--- src/rtl/spi_ram_pkg.sv ---
// rtl/spi_ram_pkg.sv - command codes, FSM encodings and frame layout for spi_ram_ctrl
package spi_ram_pkg;

    localparam int FRAME_W = 10;
    localparam int DATA_W  = 8;

    localparam logic [1:0] CMD_WR_ADDR = 2'b00;
    localparam logic [1:0] CMD_WR_DATA = 2'b01;
    localparam logic [1:0] CMD_RD_ADDR = 2'b10;
    localparam logic [1:0] CMD_RD_DATA = 2'b11;

    localparam logic [0:0] ST_IDLE    = 1'b0;
    localparam logic [0:0] ST_TX_HOLD = 1'b1;

    typedef struct packed {
        logic [1:0]        cmd;
        logic [DATA_W-1:0] payload;
    } frame_t;

endpackage

--- src/rtl/spi_ram_mem.sv ---
// rtl/spi_ram_mem.sv - single-port RAM, synchronous write, registered read, no reset on the array
module spi_ram_mem
    import spi_ram_pkg::*;
#(
    parameter int MEM_DEPTH = 256,
    parameter int ADDR_SIZE = 8
) (
    input  logic                 clk,
    input  logic                 we,
    input  logic                 re,
    input  logic [ADDR_SIZE-1:0] addr,
    input  logic [DATA_W-1:0]    wdata,
    output logic [DATA_W-1:0]    rdata
);

    logic [DATA_W-1:0] mem_q [MEM_DEPTH];

    // rdata only moves on a read, so the last read word is held indefinitely
    always_ff @(posedge clk) begin
        if (we) begin
            mem_q[addr] <= wdata;
        end
        if (re) begin
            rdata <= mem_q[addr];
        end
    end

endmodule

--- src/rtl/spi_ram_ctrl.sv ---
// rtl/spi_ram_ctrl.sv - SPI-slave-facing RAM command decoder; optional SPI_RAM_AUTOINC_EN post-increments pointers
module spi_ram_ctrl
    import spi_ram_pkg::*;
#(
    parameter int MEM_DEPTH = 256,
    parameter int ADDR_SIZE = 8
) (
    input  logic               clk,
    input  logic               rst_n,
    input  logic [FRAME_W-1:0] din,
    input  logic               rx_valid,
    output logic [DATA_W-1:0]  dout,
    output logic               tx_valid,
    output logic               cmd_err
);

    frame_t                 frame;
    logic                   rise;
    logic [ADDR_SIZE-1:0]   addr_pl;
    logic                   is_wr_addr, is_wr_data, is_rd_addr, is_rd_data;
    logic                   do_write, do_read;

    logic                   rx_valid_q;
    logic [ADDR_SIZE-1:0]   wr_ptr_q, wr_ptr_d;
    logic [ADDR_SIZE-1:0]   rd_ptr_q, rd_ptr_d;
    logic                   wr_ok_q, wr_ok_d;
    logic                   rd_ok_q, rd_ok_d;
    logic                   cmd_err_q, cmd_err_d;
    logic                   rd_seen_q, rd_seen_d;
    logic [0:0]             state_q, state_d;

    logic [ADDR_SIZE-1:0]   mem_addr;
    logic [DATA_W-1:0]      mem_rdata;

    assign frame   = frame_t'(din);
    assign rise    = rx_valid & ~rx_valid_q;
    assign addr_pl = frame.payload[ADDR_SIZE-1:0];

    assign is_wr_addr = rise && (frame.cmd == CMD_WR_ADDR);
    assign is_wr_data = rise && (frame.cmd == CMD_WR_DATA);
    assign is_rd_addr = rise && (frame.cmd == CMD_RD_ADDR);
    assign is_rd_data = rise && (frame.cmd == CMD_RD_DATA);

    assign do_write = is_wr_data & wr_ok_q;
    assign do_read  = is_rd_data & rd_ok_q;

    // Only one command executes per edge, so the single RAM port can be muxed on cmd
    assign mem_addr = (frame.cmd == CMD_WR_DATA) ? wr_ptr_q : rd_ptr_q;

    always_comb begin
        wr_ptr_d  = wr_ptr_q;
        rd_ptr_d  = rd_ptr_q;
        wr_ok_d   = wr_ok_q;
        rd_ok_d   = rd_ok_q;
        rd_seen_d = rd_seen_q | do_read;
        cmd_err_d = (is_wr_data & ~wr_ok_q) | (is_rd_data & ~rd_ok_q);

        if (is_wr_addr) begin
            wr_ptr_d = addr_pl;
            wr_ok_d  = 1'b1;
        end
        if (is_rd_addr) begin
            rd_ptr_d = addr_pl;
            rd_ok_d  = 1'b1;
        end
`ifdef SPI_RAM_AUTOINC_EN
        // Pointer width equals log2(MEM_DEPTH), so natural overflow is the wrap
        if (do_write) begin
            wr_ptr_d = wr_ptr_q + 1'b1;
        end
        if (do_read) begin
            rd_ptr_d = rd_ptr_q + 1'b1;
        end
`endif
    end

    always_comb begin
        state_d = state_q;
        if (rise) begin
            state_d = do_read ? ST_TX_HOLD : ST_IDLE;
        end
    end

    always_ff @(posedge clk or negedge rst_n) begin
        if (!rst_n) begin
            rx_valid_q <= 1'b0;
            wr_ptr_q   <= '0;
            rd_ptr_q   <= '0;
            wr_ok_q    <= 1'b0;
            rd_ok_q    <= 1'b0;
            cmd_err_q  <= 1'b0;
            rd_seen_q  <= 1'b0;
            state_q    <= ST_IDLE;
        end else begin
            rx_valid_q <= rx_valid;
            wr_ptr_q   <= wr_ptr_d;
            rd_ptr_q   <= rd_ptr_d;
            wr_ok_q    <= wr_ok_d;
            rd_ok_q    <= rd_ok_d;
            cmd_err_q  <= cmd_err_d;
            rd_seen_q  <= rd_seen_d;
            state_q    <= state_d;
        end
    end

    spi_ram_mem #(
        .MEM_DEPTH (MEM_DEPTH),
        .ADDR_SIZE (ADDR_SIZE)
    ) u_mem (
        .clk   (clk),
        .we    (do_write),
        .re    (do_read),
        .addr  (mem_addr),
        .wdata (frame.payload),
        .rdata (mem_rdata)
    );

    // The read register itself is not reset; masking it gives dout its zero reset value
    assign dout     = rd_seen_q ? mem_rdata : '0;
    assign tx_valid = (state_q == ST_TX_HOLD);
    assign cmd_err  = cmd_err_q;

endmodule
--- config.mk ---
export PLATFORM = sky130hd
export DESIGN_NAME = spi_ram_ctrl
export DESIGN_NICKNAME = d
export VERILOG_FILES = /design/src/rtl/spi_ram_pkg.sv /design/src/rtl/spi_ram_mem.sv /design/src/rtl/spi_ram_ctrl.sv
export SDC_FILE = /design/constraint.sdc
export NUM_CORES = 2
export LEC_CHECK = 0
export CAP_MARGIN = 5
export CORE_UTILIZATION = 45
export CTS_CLUSTER_DIAMETER = 100
export CTS_CLUSTER_SIZE = 20
export DETAILED_ROUTE_END_ITERATION = 16
export GPL_TIMING_DRIVEN = 0
export PLACE_DENSITY_LB_ADDON = 0.25
export SLEW_MARGIN = 20
export SYNTH_ARGS = -nofsm -noshare
export SYNTH_HDL_FRONTEND = slang
export SYNTH_HIERARCHICAL = 1
export SYNTH_SLANG_ARGS = --single-unit
--- constraint.sdc ---
create_clock -name clk -period 4.2 [get_ports clk]
set_clock_uncertainty 0.1 [all_clocks]
set_input_delay 0.63 -clock clk [delete_from_list [all_inputs] [get_ports clk]]
set_output_delay 0.63 -clock clk [all_outputs]
set_load 0.02 [all_outputs]
==> summary.md <==
| Metric | Value |
|---|---|
| Pre-antenna DRT Iters | 5 |
| Critical path class | in2reg |
| Iter 0 DRT Violations | 4751 |
| Dpl hpwl | 140.1 mm |
| Port bufs | 22 |
| Yosys warnings | 6 |
| Failing checks | negative setup slack |
| Largest net degree at the start of global routing | 121 |
| Final worst slack | -0.2127 ns |
| EDFF count, synth | 2056 |
| VDD IR-drop max | 355.2 uV |
| Hold WS | 0.1221 ns |
| Grt ovf | 0 |
| CP Data Required Time | 4.49 ns |
| CP max-delay cell | clkbuf_1 |
| Synth Flop Type | edfxtp_1 |
| Final Cycle Share | 1.051 |
| Power Density | 481.6 nW/um^2 |
| Crit path max-delay family | buffers and inverters |
| Crit path cell chain | clkdlybuf4s50_1 -> and2b_4 -> mux2_2 -> or2_2 -> clkbuf_1 -> clkbuf_1 -> a21oi_1 -> o41ai_1 -> nand4_1 |
| Max-slew violations | 0 |
| Leak pwr | 25.93 nW |
| Die width | 422.5 um |
| Clock-pin slew on the worst setup and hold paths | 0.08 ns |
| Most frequent CP cell | clkbuf_1 |
| Yosys cell types | 31 |
| Boundary pin count | 23 |
| Final Wtd Congestion | 0.9454 |
| Post-synthesis cell area | 79580 um^2 |
| Fillers | 13593 |
| Final setup fails | 125 |
| Chip Height | 422.5 um |
| First-pass GRT wire length | 292.2 mm |
| Share of cells above drive strength 1 | 0.3018 |
| Min-delay worst type | in2reg |
| Wire per inst | 34.21 um |
| RSZ-0062 raised after global routing | true |
| Row count | 153 |
| Syn Nets | 3630 |
| H-tree depth reported by CTS | 3 |
| Worst path arrival time | 4.70 ns |
| Initial Util | 0.4553 |
| Tmin final | 4.413 ns |
| Core Region | 174800 um^2 |
| CTS tree | done |
| Clock tree buffer depth | 3 |
| Total CTS buffers | 113 |
| Worst setup SP type | input port |
| Number of global-route vias before repair | 38203 |
| Avg Cell Area, Syn | 22.00 um^2 |
| Final hold violation count | 0 |
| Vias per inst | 6.336 |
| Crit-path max cell delay | 0.81 ns |
| Antenna violations before repair | 3 |
| Worst Max-Slew Pin Slew | 1.368 ns |
| GRT Overall Usage | 0.2335 |
| Final core occ | 0.5062 |
| Status | finished, violations left |
| #FFs+latches synth | 2078 |
| Die area | 178500 um^2 |
| Fraction of registers with async set/reset | 0.01059 |
| Post-Route WL | 209.9 mm |
| Nets@finish | 3804 |
| Total number of vias | 38877 |
| Relative slew slack | 0.08790 |
| Layout area overhead | 11.19% |
| Worst-path fanout max | 10 |
| Worst-Skew Late Latency | 0.79 ns |
| CTS sink cnt | 2078 |
| Fmax | 226.6 MHz |
| Clk root buf | clkbuf_16 |
| Antenna viol nets, final | 0 |
| Cells after synthesis | 3617 |
| CP endpoint kind | flop |
| Max-cap viol count | 0 |
| Seq/Total Area, Yosys | 0.7827 |
| Drt drc | 0 |
| Buffers plus inverters on the worst setup path | 3 |
sequential cells by signal, indices dropped and copies added, names as in the netlist:
signal / flops
u_mem/mem_q: 2048
rd_ptr_q: 8
u_mem/rdata: 8
wr_ptr_q: 8
cmd_err: 1
rd_ok_q: 1
rd_seen_q: 1
rx_valid_q: 1
tx_valid: 1
wr_ok_q: 1
where the power goes:
group / leakage, nW / internal (W) / total (W) / switching, W
clock: 1.46 / 0.00487 / 0.0112 / 0.00633
sequential: 18.7 / 0.0228 / 0.0228 / 0.0000235
combinational: 5.74 / 0.00315 / 0.00857 / 0.00542
total: 25.9 / 0.0308 / 0.0426 / 0.0118
what timing repair did:
action,4_1_cts,5_1_grt
pin swaps,16,8
buffers inserted,2,0
hold endpoints to repair,0,22
setup endpoints to repair,2024,585
hold buffers,0,1
resized for setup,427,86
cells by family after synthesis:
group	count (synthesis)	synth area share
compound gates	417	0.03586
buf+inv	236	0.01399
flops	2078	0.7827
mux	538	0.1485
simple gates	348	0.01885
cell usage in the layout, fill, tap and decap left out, types with 3 or more instances in the layout:
master	instances
nand2_1	24
nand2b_1	6
clkdlybuf4s50_1	13
nor2b_1	7
clkbuf_8	5
edfxtp_1	2056
or2_2	4
clkbuf_4	27
nand3_2	5
nor2_4	101
dfrtp_1	22
and2_1	11
clkbuf_1	82
a22oi_1	238
buf_1	4
buf_8	9
nor2_2	68
a22oi_2	18
nand3_1	9
buf_2	31
nand2_2	4
mux4_2	512
o41ai_1	16
a21oi_1	94
o41ai_2	10
o41ai_4	6
buf_12	8
nor2_1	63
mux2_2	23
buf_4	43
nand4_1	8
buf_6	17
clkbuf_2	41
inv_6	3
a21oi_2	34
nor3_2	30
buf_16	26
clkbuf_16	113
inv_16	3
layer usage:
layer | GRT usage | routed length, um | vias to the layer above
met5 | 0 | 134 | -
met4 | 0.08569 | 8630 | 2
met3 | 0.04888 | 18700 | 323
met2 | 0.3623 | 99020 | 1847
met1 | 0.3280 | 83430 | 21143
li1 | - | - | 15562
worst paths after layout:
| kind | startpoint | slack, ns | end | depth (start not counted) |
|---|---|---|---|---|
| min in group asynchronous | rst_n | 0.24 | tx_valid | 2 |
| worst max-delay path | din[9] | -0.21 | u_mem/rdata[3] | 9 |
| worst max register to register | wr_ptr_q[4] | 0.25 | u_mem/rdata[3] | 7 |
| worst min register to register | rd_ptr_q[6] | 0.41 | rd_ptr_q[6] | 1 |
| max in group asynchronous | rst_n | 3.41 | rd_ptr_q[2] | 2 |
| worst min-delay path | din[4] | 0.12 | u_mem/mem_q[83][4] | 1 |
stage by stage:
step	cells	TNS (ns)	power [W]	setup WS (ns)	cell area (um^2)
after global routing	6135	-8.358	0.04367	-0.1449	88480
after floorplan	3617	0	0.02803	0.6200	79580
final	6136	-6.094	0.04261	-0.2127	88480
after CTS	6134	-1.674	0.04269	-0.05442	88190
after detailed placement	6002	-3963.39	0.03140	-2.803	83810
after global placement	5964	-	0.03150	-5.793	82710
synthesized netlist by cell type, types with 2 or more instances:
cell type	count	area, um^2
nand2_1	28	105.1
a22oi_1	256	1922
nand4_1	8	50.05
buf_4	16	120.1
nor2b_1	8	50.05
o41ai_1	32	280.3
buf_2	38	190.2
a21oi_1	128	640.6
dfrtp_1	22	550.5
buf_6	16	180.2
nand3_1	14	70.07
mux2_2	24	270.3
buf_1	19	71.32
mux2i_1	2	20.02
nor3_1	30	150.1
and2_1	11	68.82
nor2_1	232	870.8
nand2b_1	6	37.54
or2_2	4	25.02
mux4_2	512	11530
edfxtp_1	2056	61740
inv_1	2	7.510
clkbuf_1	145	544.3
layout make-up:
class,count,area (um^2),area share
Inverter,2,7.507,0.00008485
Tap cell,2325,2909,0.03288
Sequential cell,2078,62290,0.7040
Antenna cell,1,2.502,0.00002828
Buffer,230,1381,0.01561
Clock buffer,127,2880,0.03255
Clock inverter,7,116.4,0.001315
Timing Repair Buffer,63,1186,0.01341
Multi-Input combinational cell,1303,17710,0.2001
Power figures use the tool's default switching activity.
